`src/rtl/bt_uart_tx.sv`:
```
// bt_uart_tx: FIFO-buffered 8-N-1 / 8-E-1 serial transmitter for the Bluetooth
// module. One bit per rising edge of the divided baud level clk_div, which is
// edge-detected in the clk_in domain rather than used as a clock.
// Optional feature macro: BT_UART_TX_PARITY_EN (adds an even-parity bit).
module bt_uart_tx #(
  parameter int DATA_BITS  = 8,
  parameter int STOP_BITS  = 1,
  parameter int FIFO_DEPTH = 4
) (
  input  logic                          clk_in,
  input  logic                          reset,
  input  logic                          clk_div,
  input  logic                          wr_en,
  input  logic [DATA_BITS-1:0]          wr_data,
  output logic                          full,
  output logic                          overflow,
  output logic [$clog2(FIFO_DEPTH):0]   level,
  output logic                          busy,
  output logic                          tx
);

  localparam int AW = $clog2(FIFO_DEPTH);
  localparam int LW = AW + 1;
  localparam logic [LW-1:0] LVL_ALMOST = LW'(FIFO_DEPTH - 1);
  localparam logic [2:0]    BIT_LAST   = 3'(DATA_BITS - 1);
  localparam logic          STOP_LAST  = 1'(STOP_BITS - 1);

  typedef enum logic [2:0] {S_IDLE, S_START, S_DATA, S_PARITY, S_STOP} state_t;

  state_t               state;
  logic [DATA_BITS-1:0] shift;
  logic [2:0]           bitcnt;
  logic                 stopcnt;
  logic                 clk_div_q;
  logic                 tick;
  logic                 push;
  logic                 pop;
  logic [AW-1:0]        wr_ptr;
  logic [AW-1:0]        rd_ptr;
  logic [DATA_BITS-1:0] mem [FIFO_DEPTH];
  logic [DATA_BITS-1:0] rd_data;
`ifdef BT_UART_TX_PARITY_EN
  logic                 par;
`endif

  // clk_div_q resets high so a divider already high at reset release is not a tick
  always_ff @(posedge clk_in or negedge reset)
    if (!reset) clk_div_q <= 1'b1;
    else        clk_div_q <= clk_div;

  assign tick    = clk_div & ~clk_div_q;
  assign push    = wr_en & ~full;
  assign pop     = tick & (level != '0) &
                   ((state == S_IDLE) | ((state == S_STOP) & (stopcnt == STOP_LAST)));
  assign rd_data = mem[rd_ptr];

  // FIFO storage; no reset needed, occupancy is tracked by the pointers
  always_ff @(posedge clk_in)
    if (push) mem[wr_ptr] <= wr_data;

  // FIFO pointers, occupancy, registered full and sticky overflow
  always_ff @(posedge clk_in or negedge reset)
    if (!reset) begin
      wr_ptr   <= '0;
      rd_ptr   <= '0;
      level    <= '0;
      full     <= 1'b0;
      overflow <= 1'b0;
    end else begin
      if (push) wr_ptr <= wr_ptr + 1'b1;
      if (pop)  rd_ptr <= rd_ptr + 1'b1;
      if (push && !pop) begin
        level <= level + 1'b1;
        full  <= (level == LVL_ALMOST);
      end else if (pop && !push) begin
        level <= level - 1'b1;
        full  <= 1'b0;
      end
      if (wr_en && full) overflow <= 1'b1;
    end

  // Frame FSM; tx and busy are registered and only move on ticks
  always_ff @(posedge clk_in or negedge reset)
    if (!reset) begin
      state   <= S_IDLE;
      tx      <= 1'b1;
      busy    <= 1'b0;
      shift   <= '0;
      bitcnt  <= '0;
      stopcnt <= 1'b0;
`ifdef BT_UART_TX_PARITY_EN
      par     <= 1'b0;
`endif
    end else if (tick) begin
      case (state)
        S_IDLE: begin
          if (pop) begin
            shift <= rd_data;
`ifdef BT_UART_TX_PARITY_EN
            par   <= ^rd_data;
`endif
            tx    <= 1'b0;
            busy  <= 1'b1;
            state <= S_START;
          end
        end
        S_START: begin
          tx     <= shift[0];
          bitcnt <= '0;
          state  <= S_DATA;
        end
        S_DATA: begin
          if (bitcnt == BIT_LAST) begin
`ifdef BT_UART_TX_PARITY_EN
            tx      <= par;
            state   <= S_PARITY;
`else
            tx      <= 1'b1;
            stopcnt <= 1'b0;
            state   <= S_STOP;
`endif
          end else begin
            shift  <= shift >> 1;
            bitcnt <= bitcnt + 1'b1;
            tx     <= shift[1];
          end
        end
`ifdef BT_UART_TX_PARITY_EN
        S_PARITY: begin
          tx      <= 1'b1;
          stopcnt <= 1'b0;
          state   <= S_STOP;
        end
`endif
        S_STOP: begin
          if (stopcnt != STOP_LAST) begin
            stopcnt <= stopcnt + 1'b1;
          end else if (pop) begin
            // next byte queued: start bit follows the last stop bit directly
            shift <= rd_data;
`ifdef BT_UART_TX_PARITY_EN
            par   <= ^rd_data;
`endif
            tx    <= 1'b0;
            state <= S_START;
          end else begin
            busy  <= 1'b0;
            state <= S_IDLE;
          end
        end
        default: begin
          tx    <= 1'b1;
          busy  <= 1'b0;
          state <= S_IDLE;
        end
      endcase
    end

endmodule

```
`config.mk`:
```
export PLATFORM = sky130hd
export DESIGN_NAME = bt_uart_tx
export DESIGN_NICKNAME = d
export VERILOG_FILES = /design/src/rtl/bt_uart_tx.sv
export SDC_FILE = /design/constraint.sdc
export NUM_CORES = 1
export LEC_CHECK = 0
export ABC_AREA = 1
export CAP_MARGIN = 20
export CORE_MARGIN = 2
export CORE_UTILIZATION = 55
export DETAILED_ROUTE_END_ITERATION = 10
export GPL_ROUTABILITY_DRIVEN = 0
export PLACE_DENSITY = 0.79
export SKIP_CTS_REPAIR_TIMING = 1
export SLEW_MARGIN = 0
export SYNTH_ARGS = -nofsm -noshare
export SYNTH_HDL_FRONTEND = slang
export SYNTH_SLANG_ARGS = --single-unit
export TNS_END_PERCENT = 50
```
`constraint.sdc`:
```
create_clock -name clk_in -period 5.08 [get_ports clk_in]
set_input_delay 0.508 -clock clk_in [delete_from_list [all_inputs] [get_ports clk_in]]
set_output_delay 0.508 -clock clk_in [all_outputs]
set_load 0.05 [all_outputs]
```
=== Yosys cells after proc, flatten, opt, wreduce, memory -nomap -nowiden ===
Memory sizes are Yosys's and may differ from the RTL's.
Cells that the tools add are included.
Widths: inputs -> output; s select.

* Memories: 1
* Memory bits (writable): 32
* Bits in registers: 27
* Output and inout port bits: 7

* Equal/unequal tests: 10
* Bitwise logic cells: 10
* Reduce and logical (&&, ||, !) cells: 18
* Multiplexer cells: 28
* $add $sub $neg: 6

{| class="wikitable"
|+ Memories
! memory !! depth !! width !! rd ports !! clocked after Yosys merged registers in !! wr ports !! RTL line !! RTL
|-
| mem || 4 || 8 || 1 || 0 || 1 || 40 || <nowiki>logic [DATA_BITS-1:0] mem [FIFO_DEPTH];</nowiki>
|}

{| class="wikitable"
|+ Operators by type and width
! operator !! number
|-
| $mux 8 || 3
|-
| $pmux 8 s3 || 1
|-
| $mux 3 || 6
|-
| $mux 1 || 13
|-
| $pmux 3 s4 || 1
|-
| $ne 2x2->1 const B || 5
|-
| $reduce_and 4->1 || 2
|-
| $add 3x1->3 const B || 2
|-
| $eq 3x2->1 const B || 2
|-
| $eq 3x3->1 const B || 2
|-
| $pmux 3 s2 || 1
|-
| $reduce_and 3->1 || 2
|-
| $reduce_bool 2->1 || 3
|-
| $reduce_bool 3->1 || 2
|-
| $and 1x1->1 || 5
|-
| $reduce_and 5->1 || 1
|-
| $add 2x1->2 const B || 2
|-
| $not 1->1 || 4
|-
| $pmux 1 s4 || 1
|-
| $eq 3x1->1 const B || 1
|-
| $logic_and 1x1->1 || 3
|-
| $logic_not 3->1 || 1
|-
| $pmux 1 s3 || 1
|-
| $sub 3x1->3 const B || 1
|-
| other kinds (6) || 7
|}

=== Logic depth before layout (Yosys ltp) ===
* Word-level depth: 7
* Mapped depth: 9
* Depth with buffers taken out: 9

=== Least setup slack after synthesis ===
OpenSTA, ideal clock, no wires.

* Path kind: register to register
* From: register level[1]
* To: register level[2]
* Data required time: 4.949 ns
* Library setup time: 0.131 ns
* Slack: 2.985 ns
* Arrival: 1.964 ns
* Stages on the path, launching flop included: 10
* Cell sequence: dfrtp_1 inv_1 nand3_1 nand3_4 ha_1 inv_1 fa_1 a21oi_1 o21ai_0 xor2_1

* Cells in the longest elaborated chain, start to end: 6

{| class="wikitable"
|+ RTL lines
! item !! RTL line !! RTL
|-
| start, declared || 17 || <nowiki>output logic [$clog2(FIFO_DEPTH):0] level,</nowiki>
|-
| start signal, assigned || 73 || <nowiki>level <= level + 1'b1;</nowiki>
|-
| start signal, assigned || 76 || <nowiki>level <= level - 1'b1;</nowiki>
|-
| branches (longest 6 deep; another with $sub 3x1->3) || -- ||
|}

Several ways; the timed one is not identified. The select of a mux whose other input is x is not followed.
A chain may end at the register's enable or synchronous reset.

=== Worst setup path after layout ===
* From: register tx
* To: output port tx

{| class="wikitable"
|+ RTL lines
! item !! RTL line !! RTL
|-
| start, declared || 19 || <nowiki>output logic tx</nowiki>
|-
| start signal, assigned || 108 || <nowiki>tx <= shift[0];</nowiki>
|-
| start signal, assigned || 125 || <nowiki>tx <= shift[1];</nowiki>
|}

No word-level cell between the ends.

==> summary.txt <==
Power
  • NetSw: 0.712 mW
  • Internal power: 1.06 mW
  • Sw Share: 40.2%
  • Combinational share of power: 37.4%
  • Peak VDD IR: 0.280 mV
  • Reg power frac: 42.7%
  • Leak: 1.34 nW
  • Total power: 1.77 mW
  • Clock power share: 19.9%
  • Pwr Density: 584 nW/µm²

Timing
  • Slew @ Worst Pin: 0.803 ns
  • Final Critical Period: 2.16 ns
  • Final TNS setup: 0 ns
  • Period utilization: 42.5%
  • WHS: 0.460 ns
  • Clk_skew: 0.00921 ns
  • Final setup viols: 0
  • Relative slew slack: 46.3%
  • Final slew viol count: 0
  • Unrepaired setup endpoints after global routing: false
  • Final Hold Viols: 0
  • Max Clock Freq: 464 MHz

Setup path
  • Crit path kind: flop to primary output
  • Critical path's largest stage delay: 0.79 ns
  • Crit-path cells: clkdlybuf4s50_1
  • CP max stage cell: clkdlybuf4s50_1
  • CP Launch Type: flop
  • Worst EP required: 4.57 ns
  • Crit end category: primary output
  • CP top delay family: buffers and inverters
  • WP data arrival: 1.65 ns
  • Critical path peak fanout: 2
  • Buffers and inverters on the worst path: 1

Die
  • DIE AREA: 5420 µm²
  • # IOs: 19
  • Initial core utilization: 56.9%
  • Std cell rows: 25
  • Core area: 4690 µm²
  • Die X: 73.6 µm
  • Die Ht: 73.6 µm

Clock tree
  • Num CTS Buffers: 9
  • CTS tree: built
  • Clock Latency Late Sink: 0.33 ns
  • CTS max path bufs: 2
  • CTS H-tree lvls: 3
  • Clk pin slew, worst setup/hold paths: 0.06 ns
  • # clock sinks: 58
  • CTS root buf: clkbuf_8

Drt
  • DRT Pass-1 Iters: 5
  • Antenna viol nets, final: 0
  • Vias: 1776
  • Total Routed Length: 4.67 mm
  • DRT iter0 DRCs: 81
  • Drc violations: 0
  • Drt wl/cell: 13.6 µm
  • Post-DR vias/cell: 5.16

Global route
  • Largest net degree at the start of global routing: 27
  • Vias in the first global route: 1746
  • GRT Overall Usage: 20.3%
  • Grt total ovfl: 0
  • First-pass GRT wire length: 7.81 mm
  • Initial antenna violation count: 0

Synthesis
  • Mean Syn Cell Area: 10.2 µm²
  • Mapped cell area: 2670 µm²
  • Cells after Synth: 261
  • Yosys Warn Count: 0
  • Seq/Total Area, Yosys: 60.5%
  • Syn nets: 281
  • Flop and latch count out of synthesis: 58
  • Yosys cell types: 30

Placed design
  • PortBufs: 18
  • Placed instance count: 328
  • HPWL after DPL: 3.27 mm

Cells and area
  • Final-stage net count: 305
  • Fraction of layout cells with a size suffix above 1: 11.7%
  • Finished Core Util: 64.6%
  • Antenna cells: 0
  • Non-filler instance count after layout: 344
  • Area grow syn2layout: 13.7%

Worst hold path
  • Worst hold path class: flop to flop

Status
  • Run status: finished clean

Job
  • Max-cap violation count: 0
[final timing paths]
| check | startpoint | end | slack (ns) | cells past startpoint |
|---|---|---|---|---|
| worst min-delay path | overflow | overflow | 0.46 | 1 |
| max in group asynchronous | reset | clk_div_q | 4.23 | 2 |
| worst min register to register | overflow | overflow | 0.46 | 1 |
| worst max-delay path | tx | tx | 2.92 | 1 |
| worst max register to register | level[1] | level[2] | 3.03 | 9 |
| min in group asynchronous | reset | bitcnt[2] | 0.55 | 2 |
[cell usage after synthesis]
library cell | number | area [µm²]
buf_6 | 3 | 33.8
nand2_4 | 2 | 22.5
nor2_4 | 3 | 33.8
nand3_2 | 1 | 10.0
a21oi_1 | 1 | 5.00
ha_1 | 7 | 87.6
inv_2 | 1 | 3.75
a21o_1 | 1 | 7.51
inv_4 | 2 | 12.5
o21ai_2 | 1 | 8.76
nor2_2 | 2 | 12.5
edfxtp_1 | 32 | 961
nand4_1 | 1 | 6.26
dfstp_2 | 2 | 52.6
buf_4 | 2 | 15.0
o21ai_1 | 2 | 10.0
o21ai_0 | 7 | 35.0
nand2_2 | 4 | 25.0
nand2_1 | 86 | 323
xor2_1 | 4 | 35.0
xnor2_1 | 1 | 8.76
dfrtp_1 | 24 | 601
buf_2 | 1 | 5.00
nand3_1 | 29 | 145
nor2_1 | 12 | 45.0
o22ai_1 | 1 | 6.26
inv_1 | 25 | 93.8
nand3_4 | 2 | 35.0
o211ai_1 | 1 | 7.51
fa_1 | 1 | 20.0
[power by group through the flow]
stage | registers, mW | logic (mW) | clock network [mW]
final | 0.755 | 0.662 | 0.353
after global routing | 0.772 | 0.748 | 0.385
after CTS | 0.756 | 0.667 | 0.365
after detailed placement | 0.764 | 0.664 | 0
after global placement | 0.756 | 0.640 | 0
after floorplan | 0.795 | 0.475 | 0
[sequential cells by signal, summed over array words and instances (netlist names)]
signal	cells
level	3
busy	1
rd_ptr	2
bitcnt	3
state	3
full	1
clk_div_q	1
shift	8
overflow	1
mem	32
tx	1
wr_ptr	2
[worst register-to-register path: stages (launching register included)]
cell	delay [ns]
dfrtp_1	0.42
inv_1	0.11
nand3_1	0.18
nand3_4	0.15
ha_1	0.18
inv_1	0.08
fa_1	0.38
a21oi_1	0.16
o21ai_0	0.12
xor2_1	0.15
[routing by layer]
metal	global-route usage, %	wire, µm
met2	32.0	2320
met4	12.9	102
met3	6.72	167
met5	0	0
met1	23.6	2070
[final cells by class]
| class | instances | area (µm²) |
|---|---|---|
| Inverter | 28 | 110 |
| Timing Repair Buffer | 19 | 188 |
| Fill cell | 374 | 1660 |
| Clock inverter | 3 | 15.0 |
| Sequential cell | 58 | 1610 |
| Tap cell | 54 | 67.6 |
| Multi-Input combinational cell | 169 | 890 |
| Clock buffer | 13 | 149 |
[cell usage in the layout, fill, tap and decap left out, types with 2 or more instances in the layout]
cell             Yosys  routed
inv_1               25      25
o21ai_1              2       2
edfxtp_1            32      32
o21ai_0              7       7
nand2_1             86      86
clkbuf_1             0       3
dfstp_2              2       2
clkinv_2             0       3
nand2_2              4       4
clkbuf_8             0      10
xor2_1               4       4
nand2_4              2       2
clkdlybuf4s50_1      0      18
nor2_4               3       3
nand3_4              2       2
nor2_1              12      12
nor2_2               2       2
ha_1                 7       7
dfrtp_1             24      24
nand3_1             29      29
inv_4                2       2
[per-stage QoR]
step | instance area, µm² | setup WS [ns]
after floorplan | 2670 | 2.99
after global placement | 2870 | 2.71
after detailed placement | 2870 | 2.64
after CTS | 3030 | 2.90
after global routing | 3030 | 2.86
final | 3030 | 2.92
[logic make-up after synthesis]
logic type	after synthesis	share of synthesized area, %
compound gates	14	3.00
xor+xnor	5	1.64
fa+ha+maj	8	4.03
buf+inv	34	6.14
flops	58	60.5
simple gates	142	24.7
Note: power is estimated with default switching activity, not from simulation.
